`config.mk`:
```
export PLATFORM = sky130hd
export DESIGN_NAME = lag_measure_multi_flat
export DESIGN_NICKNAME = d
export VERILOG_FILES = /design/src/rtl/lag_measure_multi_if.sv /design/src/rtl/lag_measure_multi.sv /design/src/flat_wrapper.sv
export SDC_FILE = /design/constraint.sdc
export NUM_CORES = 1
export LEC_CHECK = 0
export ABC_AREA = 0
export BUFFER_PORTS_ARGS = -buffer_cell sky130_fd_sc_hd__buf_4
export CAP_MARGIN = 10
export CORE_MARGIN = 4
export CORE_UTILIZATION = 55
export DETAILED_ROUTE_END_ITERATION = 10
export GPL_ROUTABILITY_DRIVEN = 0
export PLACE_DENSITY = 0.76
export SLEW_MARGIN = 25
export SYNTH_ARGS = -nofsm -noshare
export SYNTH_HDL_FRONTEND = slang
export SYNTH_SLANG_ARGS = --single-unit
```
`constraint.sdc`:
```
create_clock -name clock -period 3.35 [get_ports clock]
set_input_delay 0.335 -clock clock [delete_from_list [all_inputs] [get_ports clock]]
set_output_delay 0.335 -clock clock [all_outputs]
set_load 0.01 [all_outputs]
```
`src/rtl/lag_measure_multi_if.sv`:
```
// Bus bundle for lag_measure_multi: measurement controls in, per-channel results out.
interface lag_measure_multi_if #(
    parameter int unsigned CHANNELS = 2,
    parameter int unsigned CNT_W    = 20
);
    logic                      start;
    logic [CHANNELS-1:0]       sensor_trigger;
    logic                      clear_stats;
    logic [CHANNELS*CNT_W-1:0] current;
    logic [CHANNELS*CNT_W-1:0] minimum;
    logic [CHANNELS*CNT_W-1:0] maximum;
    logic [CHANNELS*CNT_W-1:0] average;
    logic [CHANNELS-1:0]       valid;
    logic [CHANNELS-1:0]       avg_ready;
    logic                      busy;
    logic [CHANNELS-1:0]       timed_out;

    // Controller side: issues start/trigger/clear and consumes results.
    modport master (
        output start, sensor_trigger, clear_stats,
        input  current, minimum, maximum, average, valid, avg_ready, busy, timed_out
    );

    // Measurement block side.
    modport slave (
        input  start, sensor_trigger, clear_stats,
        output current, minimum, maximum, average, valid, avg_ready, busy, timed_out
    );
endinterface

```
`src/rtl/lag_measure_multi.sv`:
```
// Multi-channel video-to-sensor lag measurement: one shared cycle counter started by
// the start pulse, per-channel latency capture plus min/max/windowed-average stats.
// Optional feature: define LAG_TIMEOUT_EN to make armed channels give up when the
// counter reaches TIMEOUT (timed_out pulse, current forced to all ones).
module lag_measure_multi #(
    parameter int unsigned CHANNELS = 2,
    parameter int unsigned CNT_W    = 20,
    parameter int unsigned AVG_LOG2 = 4,
    parameter int unsigned TIMEOUT  = 1000000
) (
    input  logic              clock,
    input  logic              reset,
    lag_measure_multi_if.slave bus
);

    localparam int unsigned          ACC_W    = CNT_W + AVG_LOG2;
    localparam logic [CNT_W-1:0]     CNT_MAX  = '1;
    localparam logic [AVG_LOG2-1:0]  CNT_LAST = '1;
`ifdef LAG_TIMEOUT_EN
    localparam bit                   TIMEOUT_EN = 1'b1;
`else
    localparam bit                   TIMEOUT_EN = 1'b0;
`endif

    typedef enum logic {
        ST_IDLE    = 1'b0,
        ST_MEASURE = 1'b1
    } state_e;

    state_e                         state_q, state_d;
    logic [CNT_W-1:0]               counter_q, counter_d;
    logic [CHANNELS-1:0]            armed_q, armed_d;
    logic [CHANNELS-1:0][CNT_W-1:0] current_q, current_d;
    logic [CHANNELS-1:0][CNT_W-1:0] minimum_q, minimum_d;
    logic [CHANNELS-1:0][CNT_W-1:0] maximum_q, maximum_d;
    logic [CHANNELS-1:0][CNT_W-1:0] average_q, average_d;
    logic [CHANNELS-1:0][ACC_W-1:0] acc_q, acc_d;
    logic [CHANNELS-1:0][AVG_LOG2-1:0] count_q, count_d;
    logic [CHANNELS-1:0]            valid_q, valid_d;
    logic [CHANNELS-1:0]            avg_ready_q, avg_ready_d;
    logic [CHANNELS-1:0]            timed_out_q, timed_out_d;
    logic                           busy_q, busy_d;

    logic [CHANNELS-1:0][ACC_W-1:0] sum_c;
    logic                           timeout_hit_c;

    // Running window sum including the sample currently held in the counter.
    always_comb begin
        for (int n = 0; n < CHANNELS; n++) begin
            sum_c[n] = acc_q[n] + ACC_W'(counter_q);
        end
    end

    // Timeout fires only while measuring and only in the timeout-enabled build.
    always_comb begin
        timeout_hit_c = TIMEOUT_EN && (state_q == ST_MEASURE) && (32'(counter_q) == 32'(TIMEOUT));
    end

    // Next-state: start/restart, per-channel capture or timeout, stats and clear.
    always_comb begin
        state_d     = state_q;
        counter_d   = counter_q;
        armed_d     = armed_q;
        current_d   = current_q;
        minimum_d   = minimum_q;
        maximum_d   = maximum_q;
        average_d   = average_q;
        acc_d       = acc_q;
        count_d     = count_q;
        valid_d     = '0;
        avg_ready_d = '0;
        timed_out_d = '0;

        if (bus.start) begin
            // Restart wins over any trigger seen in the same cycle.
            state_d   = ST_MEASURE;
            counter_d = CNT_W'(1);
            armed_d   = '1;
        end else if (state_q == ST_MEASURE) begin
            if (counter_q != CNT_MAX) begin
                counter_d = counter_q + CNT_W'(1);
            end
            for (int n = 0; n < CHANNELS; n++) begin
                if (armed_q[n] && bus.sensor_trigger[n]) begin
                    current_d[n] = counter_q;
                    valid_d[n]   = 1'b1;
                    armed_d[n]   = 1'b0;
                    if (counter_q < minimum_q[n]) begin
                        minimum_d[n] = counter_q;
                    end
                    if (counter_q > maximum_q[n]) begin
                        maximum_d[n] = counter_q;
                    end
                    if (count_q[n] == CNT_LAST) begin
                        average_d[n]   = CNT_W'(sum_c[n] >> AVG_LOG2);
                        acc_d[n]       = '0;
                        count_d[n]     = '0;
                        avg_ready_d[n] = 1'b1;
                    end else begin
                        acc_d[n]   = sum_c[n];
                        count_d[n] = count_q[n] + AVG_LOG2'(1);
                    end
                end else if (armed_q[n] && timeout_hit_c) begin
                    // Timed-out channels report all ones and leave stats alone.
                    current_d[n]   = CNT_MAX;
                    timed_out_d[n] = 1'b1;
                    armed_d[n]     = 1'b0;
                end
            end
            if (armed_d == '0) begin
                state_d = ST_IDLE;
            end
        end

        // Clearing stats overrides any stat update from a coincident trigger.
        if (bus.clear_stats) begin
            minimum_d   = '1;
            maximum_d   = '0;
            average_d   = '0;
            acc_d       = '0;
            count_d     = '0;
            avg_ready_d = '0;
        end

        busy_d = |armed_d;
    end

    // State and output registers with synchronous active-high reset.
    always_ff @(posedge clock) begin
        if (reset) begin
            state_q     <= ST_IDLE;
            counter_q   <= '0;
            armed_q     <= '0;
            current_q   <= '0;
            minimum_q   <= '1;
            maximum_q   <= '0;
            average_q   <= '0;
            acc_q       <= '0;
            count_q     <= '0;
            valid_q     <= '0;
            avg_ready_q <= '0;
            timed_out_q <= '0;
            busy_q      <= 1'b0;
        end else begin
            state_q     <= state_d;
            counter_q   <= counter_d;
            armed_q     <= armed_d;
            current_q   <= current_d;
            minimum_q   <= minimum_d;
            maximum_q   <= maximum_d;
            average_q   <= average_d;
            acc_q       <= acc_d;
            count_q     <= count_d;
            valid_q     <= valid_d;
            avg_ready_q <= avg_ready_d;
            timed_out_q <= timed_out_d;
            busy_q      <= busy_d;
        end
    end

    assign bus.current   = current_q;
    assign bus.minimum   = minimum_q;
    assign bus.maximum   = maximum_q;
    assign bus.average   = average_q;
    assign bus.valid     = valid_q;
    assign bus.avg_ready = avg_ready_q;
    assign bus.timed_out = timed_out_q;
    assign bus.busy      = busy_q;

endmodule
```
`src/flat_wrapper.sv`:
```
// flat-port wrapper written by rule: the top's interface ports become plain ports
module lag_measure_multi_flat 
#(
    parameter int unsigned CHANNELS = 2,
    parameter int unsigned CNT_W    = 20,
    parameter int unsigned AVG_LOG2 = 4,
    parameter int unsigned TIMEOUT  = 1000000
)
  (clock, reset, bus_start, bus_sensor_trigger, bus_clear_stats, bus_current, bus_minimum, bus_maximum, bus_average, bus_valid, bus_avg_ready, bus_busy, bus_timed_out);
  lag_measure_multi_if #(.CHANNELS(CHANNELS), .CNT_W(CNT_W)) bus_i ();
  input  logic clock;
  input  logic reset;
  input wire logic [$bits(bus_i.start)-1:0] bus_start;
  input wire logic [$bits(bus_i.sensor_trigger)-1:0] bus_sensor_trigger;
  input wire logic [$bits(bus_i.clear_stats)-1:0] bus_clear_stats;
  output wire logic [$bits(bus_i.current)-1:0] bus_current;
  output wire logic [$bits(bus_i.minimum)-1:0] bus_minimum;
  output wire logic [$bits(bus_i.maximum)-1:0] bus_maximum;
  output wire logic [$bits(bus_i.average)-1:0] bus_average;
  output wire logic [$bits(bus_i.valid)-1:0] bus_valid;
  output wire logic [$bits(bus_i.avg_ready)-1:0] bus_avg_ready;
  output wire logic [$bits(bus_i.busy)-1:0] bus_busy;
  output wire logic [$bits(bus_i.timed_out)-1:0] bus_timed_out;
  assign bus_i.start = bus_start;
  assign bus_i.sensor_trigger = bus_sensor_trigger;
  assign bus_i.clear_stats = bus_clear_stats;
  assign bus_current = bus_i.current;
  assign bus_minimum = bus_i.minimum;
  assign bus_maximum = bus_i.maximum;
  assign bus_average = bus_i.average;
  assign bus_valid = bus_i.valid;
  assign bus_avg_ready = bus_i.avg_ready;
  assign bus_busy = bus_i.busy;
  assign bus_timed_out = bus_i.timed_out;
  lag_measure_multi #(.CHANNELS(CHANNELS), .CNT_W(CNT_W), .AVG_LOG2(AVG_LOG2), .TIMEOUT(TIMEOUT)) u_core (.clock(clock), .reset(reset), .bus(bus_i));
endmodule
```
* After elaboration in Yosys (flattened, before gate mapping) *
Cells that the tools add are included.

word-level totals
  input bits = 6
  output and inout bits = 167
  register bits = 244
  logic and storage cells = 79

cells by class
  mux-type cells = 22
  order comparisons = 4
  bitwise gates (word level) = 4
  $add $sub $neg = 5
  reduce and logical (&&, ||, !) cells = 21
  eq/ne operators = 3

operator list
  cell                     count
  $add A24 B20 Y24         2
  $mux W24                 2
  $gt A20 B20 Y1           2
  $lt A20 B20 Y1           2
  $reduce_and A4 Y1        6
  $add A20 B1 Y20 const B  1
  $ne A20 B20 Y1 const B   1
  $mux W1                  16
  $reduce_or A5 Y1         2
  $add A4 B1 Y4 const B    2
  $eq A4 B4 Y1 const B     2
  $mux W4                  2
  $reduce_and A3 Y1        2
  $reduce_or A2 Y1         3
  $mux W2                  2
  $not A1 Y1               4
  $reduce_and A2 Y1        2
  $reduce_bool A2 Y1       2
  $reduce_or A3 Y1         1
  $logic_and A1 B1 Y1      2
  $logic_not A2 Y1         1

* Longest topological paths before layout *
Gate-level depths: netlist of the first run.

  word-level depth = 8
  gate-level depth with buffers = 11
  gate-level depth less buffers = 10

* Least setup slack after synthesis of the first run *
OpenSTA, ideal clock, no wires.

  path kind = reg-to-reg
  start point = register u_core.counter_q[1]
  end point = register u_core.average_q, in the netlist u_core.bus.average[32]
  setup time = 0.122 ns
  path buffers = 1
  period minus slack after synthesis = 2.526 ns
  stages on the path, launching flop included = 10
  slack = 0.824 ns
  arrival = 2.404 ns
  required time = 3.228 ns
  cell sequence = dfxtp_1 > clkbuf_1 > inv_1 > fa_1 > nor2b_1 > o31ai_2 > a211oi_1 > o311a_1 > nor4_1 > a311o_1

between the ends
  cells in the longest elaborated chain, start to end = 1

RTL lines
  what                      RTL line                  text
  start: declaration        lag_measure_multi.sv:31   logic [CNT_W-1:0] counter_q, counter_d;
  start signal: assignment  lag_measure_multi.sv:146  counter_q <= counter_d;
  $add A24 B20 Y24          lag_measure_multi.sv:50   sum_c[n] = acc_q[n] + ACC_W'(counter_q);
  end signal: assignment    lag_measure_multi.sv:151  average_q <= average_d;
  end: declaration          lag_measure_multi.sv:36   logic [CHANNELS-1:0][CNT_W-1:0] average_q, average_d;

Every way passes these cells.
A chain may end at the register's enable or synchronous reset.

* Worst setup path after layout of the first run *
  start point = register u_core.counter_q[0]
  end point = register u_core.average_q, in the netlist u_core.bus.average[32]

Same word-level chain as after synthesis.

==> out/results.ini, run 1 <==
[critical_path]
endpoint_kind = register
cp_data_arrival_time_ns = 3.36
cp_max_fo = 8
worstSetupPathType = reg -> reg
critPathRequiredTime_ns = 3.77
cp-start-kind = register

[yosys]
netlist_top_cells_area = dfxtp_1 37%, ha_1 11%, nand2_1 6.0%
ys.flop_type = dfxtp_1
synth.top_cells.by_count = 244 x dfxtp_1, 214 x nand2_1, 135 x a21oi_1, 129 x nor2_1, 121 x ha_1
seq_area_frac_synth_pct = 36.59
synthArstFlopShare_pct = 0
ys_seq_elements = 244
ys_warn_count = 0
yosysMostFrequentCell = dfxtp_1
yosys.area.top_type = dfxtp_1
synthDistinctLibCells = 81
synth-edff-count = 0
postSynthCellCount = 1598
netlist_area_um2 = 13350
synth_top_area_share_pct = 36.59
syn_area_per_cell_um2 = 8.355

[run]
maxCapViolCount = 0

[clock_network]
post_cts_buffers = 0
clockBufferDepth = 3
clk_pin_slew_ns = 0.06
clkLatencyLatePin_ns = 0.54
clock_sinks = 244
cts_resized = 0
hold_buffers = 0
cts_buffers = 27
cts-root-buf = clkbuf_16
cts_tree = built
htreeDepth = 1

[power]
powerDensity_nw_per_um2 = 376.3
p_leak_uw = 0.007268
peakVddDrop_mv = 0.3367

[floorplan]
dieArea_um2 = 26830
die_x_um = 163.8
die_y_um = 163.8
pin_count = 173
core_area_um2 = 23680
start_util_pct = 56.38
rows = 56

[global_route]
grt-ovfl-total = 0
grt_pass1_vias = 11670
antenna_found_initial = 0
grt_max_degree = 108
grt_pass1_wl_mm = 61.72
grtUsageTotal_pct = 28.33

[drt]
wl_per_cell_um = 18.87
drt_iter0_drc = 1089
wirelength_mm = 39.12
vias = 12310
dr.pass1.iters = 5
drc = 0
ant_nets = 0
avgViaCountPerCell = 5.940

[finish]
nFillCells = 2018
area_growth_pct = 18.96
fin_nets = 1864
final_layout_size_suffix_gt1_share_pct = 16.42
diodes = 0

[sta]
fin_crit_ns = 2.932
hold_viol = 0
whs_ns = 0.1043
worst_slack_ns = 0.4179
finalSetupTns_ns = 0
tightestPinTransition_ns = 0.8703
setup_violations = 0
max_slew_margin_pct = 41.77
rsz0062_at_grt = no
fmax_ghz = 0.3411
skew_ns = 0.01191
period_share_pct = 87.52
slew_violations = 0

[placement]
pre_cts_ws_ns = 0.5143
dp_hpwl_mm = 27.69
port_buffers = 170

[min_path]
hp-class = in -> reg

[run_status]
outcome = finished, final reports clean

## worst max-delay path: stages, from the launching register on
cell and delay (ns):
dfxtp_1 0.62, ha_1 0.26, inv_1 0.06, fa_1 0.41, nor2b_1 0.19, o31ai_2 0.13
a211oi_1 0.46, o311a_1 0.29, nor4_1 0.07, a311o_1 0.32
## logic make-up (layout without fill, tap and decap cells)
group / count (synthesis) / after routing / synth area share [%]
multiplexers: 41 / 41 / 3.092
AO/OA/AOI/OAI: 407 / 407 / 21.07
AND/OR/NAND/NOR: 513 / 513 / 17.25
adder cells (fa/ha/maj): 123 / 123 / 11.64
flip-flops: 244 / 244 / 36.59
other: 1 / 2 / 0.02809
XOR/XNOR: 64 / 64 / 4.198
buffers and inverters: 205 / 360 / 6.138
## sequential cells by signal, summed over array words and instances, names as in the netlist
| register | flops |
|---|---|
| u_core.acc_q | 48 |
| u_core.bus.average | 40 |
| u_core.bus.current | 40 |
| u_core.bus.maximum | 40 |
| u_core.bus.minimum | 40 |
| u_core.counter_q | 20 |
| u_core.count_q | 8 |
| u_core.armed_q | 2 |
| u_core.bus.avg_ready | 2 |
| u_core.bus.valid | 2 |
| u_core.bus.busy | 1 |
| u_core.state_q | 1 |
## metal layers
metal  up-vias  wire (um)  global-route usage (%)
met5         -          0                       0
met4         0       1154                   8.349
met3        77       2970                   4.592
met2       422      18380                   47.58
li1       5954          -                       -
met1      5860      16610                   37.71
## layout by cell type, fill, tap and decap left out, drive strengths merged, types with 4 or more instances in the layout
cell type and instances:
a211oi 15, a21boi 6, a21o 30, a21oi 136, a22o 26, a22oi 21, a31oi 21, a41oi 23
and2 6, and3 7, buf 217, clkbuf 40, clkinv 6, dfxtp 244, ha 121, inv 96
mux2i 39, nand2 214, nand2b 11, nand3 19, nand4 47, nor2 130, nor2b 9, nor3 40
nor4 7, o211ai 15, o21a 5, o21ai 49, o21bai 4, o311ai 19, o31ai 6, or2 4
or3 12, xnor2 40, xor2 24
## report_power, final
| group | switching, uW | internal (uW) |
|---|---|---|
| Clock | 1210 | 1690 |
| Sequential | 10.1 | 2910 |
| Combinational | 120 | 40.8 |
## worst paths after layout
kind | start | to | slack [ns] | cells after the start
worst max register to register | u_core.counter_q[0]$_SDFFE_PP0P_ | u_core.bus.average[32]$_SDFFE_PP0P_ | 0.42 | 9
worst max-delay path | u_core.counter_q[0]$_SDFFE_PP0P_ | u_core.bus.average[32]$_SDFFE_PP0P_ | 0.42 | 9
worst min-delay path | bus_start | u_core.counter_q[0]$_SDFFE_PP0P_ | 0.10 | 3
worst min register to register | u_core.bus.average[10]$_SDFFE_PP0P_ | u_core.bus.average[10]$_SDFFE_PP0P_ | 0.45 | 2
## area by class of cell
cell class                      instances  area (um^2)  share of cell area [%]
Timing Repair Buffer                  217         1679                   10.57
Clock buffer                           40        784.5                   4.939
Clock inverter                          8        72.57                  0.4569
Inverter                               95        356.6                   2.245
Sequential cell                       244         4885                   30.75
Tap cell                              319        399.1                   2.513
Multi-Input combinational cell       1150         7706                   48.52
## stage by stage
step | std cells | cell area [um^2] | util, % | power (uW)
6_report | 2073 | 15880 | 67.06 | 5976
5_1_grt | 2073 | 15880 | 67.06 | 6126
4_1_cts | 2073 | 15880 | 67.06 | 6007
3_5_place_dp | 2025 | 15020 | 63.44 | 3142
3_3_place_gp | 2025 | 15020 | 63.44 | 3141
2_1_floorplan | 1599 | 13360 | - | 3087
Note: power is estimated with default switching activity, not from simulation.
==> inputs of run 2 (changes only) <==
==> constraint.sdc (replaced) <==
create_clock -name clock -period 3.5 [get_ports clock]
set_input_delay 0.35 -clock clock [delete_from_list [all_inputs] [get_ports clock]]
set_output_delay 0.35 -clock clock [all_outputs]
set_load 0.01 [all_outputs]
==> out/results.ini, run 2 (synthesis gave the netlist of run 1 again) <==
[min_path]
hp-class = in -> reg
hold_depth = 3  ; unchanged

[global_route]
grt_pass1_vias = 11820  ; +1.3%
grt-busiest-layer = met2
antenna_found_initial = 0  ; unchanged
grtUsageMet1_pct = 37.90  ; +0.19 points
grt_use_met2_pct = 46.17  ; -1.4 points
grt_max_degree = 60  ; -44%
grtUsageTotal_pct = 28.29  ; -0.033 points
grt-ovfl-total = 0  ; unchanged
grt_util_met3_pct = 4.718  ; +0.13 points
grt_pass1_wl_mm = 61.61  ; -0.18%

[clock_network]
clkLatencyLatePin_ns = 0.54  ; about the same
cts_tree = built
cts_buffers = 27  ; unchanged
htreeDepth = 1  ; unchanged
clk_pin_slew_ns = 0.06  ; about the same
post_cts_buffers = 0  ; unchanged
clock_sinks = 244  ; unchanged
clockBufferDepth = 3  ; unchanged
cts-root-buf = clkbuf_16
cts_resized = 0  ; unchanged
hold_buffers = 0  ; unchanged

[finish]
area_growth_pct = 18.65
final_common_cell = dfxtp_1
largest_reg_flops = 48  ; unchanged
final_layout_size_suffix_gt1_share_pct = 16.45  ; +0.029 points
diodes = 0  ; unchanged
largest_register = u_core.acc_q
stdcell_area_um2 = 15840  ; -0.26%
layout_common_cells = 244 x dfxtp_1, 219 x buf_4, 214 x nand2_1, 135 x a21oi_1, 128 x nor2_1
utilization_pct = 66.89  ; -0.17 points
fin_nets = 1866  ; +0.11%

[critical_path]
startpoint = u_core.counter_q[11]$_SDFFE_PP0P_
cp-start-kind = register
critPathCapture = u_core.bus.maximum[9]$_SDFFE_PP0P_
critical_path.slowest_cell = dfxtp_1
cp_slowest_stage_delay_ns = 0.66  ; +0.04 ns
reg2reg_from = u_core.counter_q[11]$_SDFFE_PP0P_
cp_num_cells = 9  ; unchanged
cp_data_arrival_time_ns = 3.50  ; +0.14 ns
r2r_slack_ns = 0.42  ; about the same
cp_max_fo = 10  ; +2
reg2reg_depth = 9  ; unchanged
critPathRequiredTime_ns = 3.92  ; +0.15 ns
crit_top_cell = buf_4
worstReg2RegEnd = u_core.bus.maximum[9]$_SDFFE_PP0P_
worstSetupPathType = reg -> reg
path_buf_inv = 2  ; +1
crit_family = compound AO/OA/AOI/OAI gates
path_cells = buf_4 -> ha_1 -> nand4_1 -> nor4_1 -> a221o_1 -> o31ai_4 -> buf_4 -> mux2i_1 -> nor2_1
endpoint_kind = register

[sta]
fmax_ghz = 0.3244  ; -4.9%
finalSetupTns_ns = 0  ; unchanged
slew_violations = 0  ; unchanged
whs_ns = 0.1339  ; +0.02960 ns
max_slew_margin_pct = 36.70  ; -5.1 points
skew_ns = 0.01369  ; +0.001773 ns
rsz0062_at_grt = no
tightestPinTransition_ns = 0.9494  ; +0.07912 ns
fin_crit_ns = 3.082  ; +0.1504 ns
setup_violations = 0  ; unchanged
hold_viol = 0  ; unchanged
period_share_pct = 88.07  ; +0.55 points

[floorplan]
pin_count = 173  ; unchanged
core_area_um2 = 23680  ; unchanged
die_x_um = 163.8  ; unchanged
dieArea_um2 = 26830  ; unchanged
die_y_um = 163.8  ; unchanged
rows = 56  ; unchanged
start_util_pct = 56.38  ; unchanged

[drt]
drt_iter0_drc = 978  ; -10%
dr.pass1.iters = 5  ; unchanged
vias = 12390  ; +0.59%
drc = 0  ; unchanged
wirelength_mm = 38.66  ; -1.2%
ant_nets = 0  ; unchanged
wl_per_cell_um = 18.62  ; -1.3%
avgViaCountPerCell = 5.966  ; +0.45%

[power]
powerDensity_nw_per_um2 = 359.9  ; -4.4%
p_total_uw = 5701  ; -4.6%
p_leak_uw = 0.007258  ; -0.13%
peakVddDrop_mv = 0.4338  ; +29%

[placement]
port_buffers = 170  ; unchanged
dp_hpwl_mm = 27.96  ; +0.97%
dpl_cell_area_um2 = 14990  ; -0.22%

[run]
maxCapViolCount = 0  ; unchanged

[run_status]
outcome = finished, final reports clean

-- run 2: cell types whose count changed in the layout (fill, tap and decap cells not counted), sizes merged --
cell,before,now
clkbuf,40,41
buf,217,219
-- run 2: cell type report --
class,instances,area (um^2)
Inverter,95,356.6
Timing Repair Buffer,219,1644
Multi-Input combinational cell,1150,7706
Sequential cell,244,4885
Fill cell,1994,7841
Clock inverter,8,72.57
Clock buffer,41,778.2
Tap cell,319,399.1
-- run 2: metal layers --
| layer | routed length [um] | up-vias | part of all wire, % |
|---|---|---|---|
| met5 | 0 | - | 0 |
| met2 | 17800 | 493 | 46 |
| met1 | 16370 | 5850 | 42 |
| met3 | 3097 | 92 | 8.0 |
| li1 | - | 5951 | - |
| met4 | 1395 | 0 | 3.6 |
-- run 2: power by group --
group          switching [uW]  internal, uW
clock                    1150          1600
sequential               9.26          2790
combinational             119          37.6
-- run 2: how the worst min path moves through the flow --
stage | end | startpoint
5_1_grt | u_core.counter_q[0]$_SDFFE_PP0P_ | bus_start
6_report | u_core.counter_q[0]$_SDFFE_PP0P_ | bus_start
4_1_cts | u_core.counter_q[0]$_SDFFE_PP0P_ | bus_start
3_5_place_dp | u_core.bus.current[4]$_SDFFE_PP0P_ | u_core.bus.current[4]$_SDFFE_PP0P_
3_3_place_gp | u_core.bus.average[37]$_SDFFE_PP0P_ | u_core.bus.average[37]$_SDFFE_PP0P_
2_1_floorplan | u_core.acc_q[11]$_SDFFE_PP0P_ | u_core.acc_q[11]$_SDFFE_PP0P_
-- run 2: per-stage QoR --
step                cells  setup slack, ns
CTS                  2076           0.4755
detailed placement   2027           0.4887
finish               2076           0.4175
floorplan            1599           0.9740
global route         2076           0.3269
global placement     2027           0.6009
-- run 2: worst min-delay path: stages --
cell and delay (ns):
buf_4 0.16, inv_1 0.06, a21oi_1 0.05
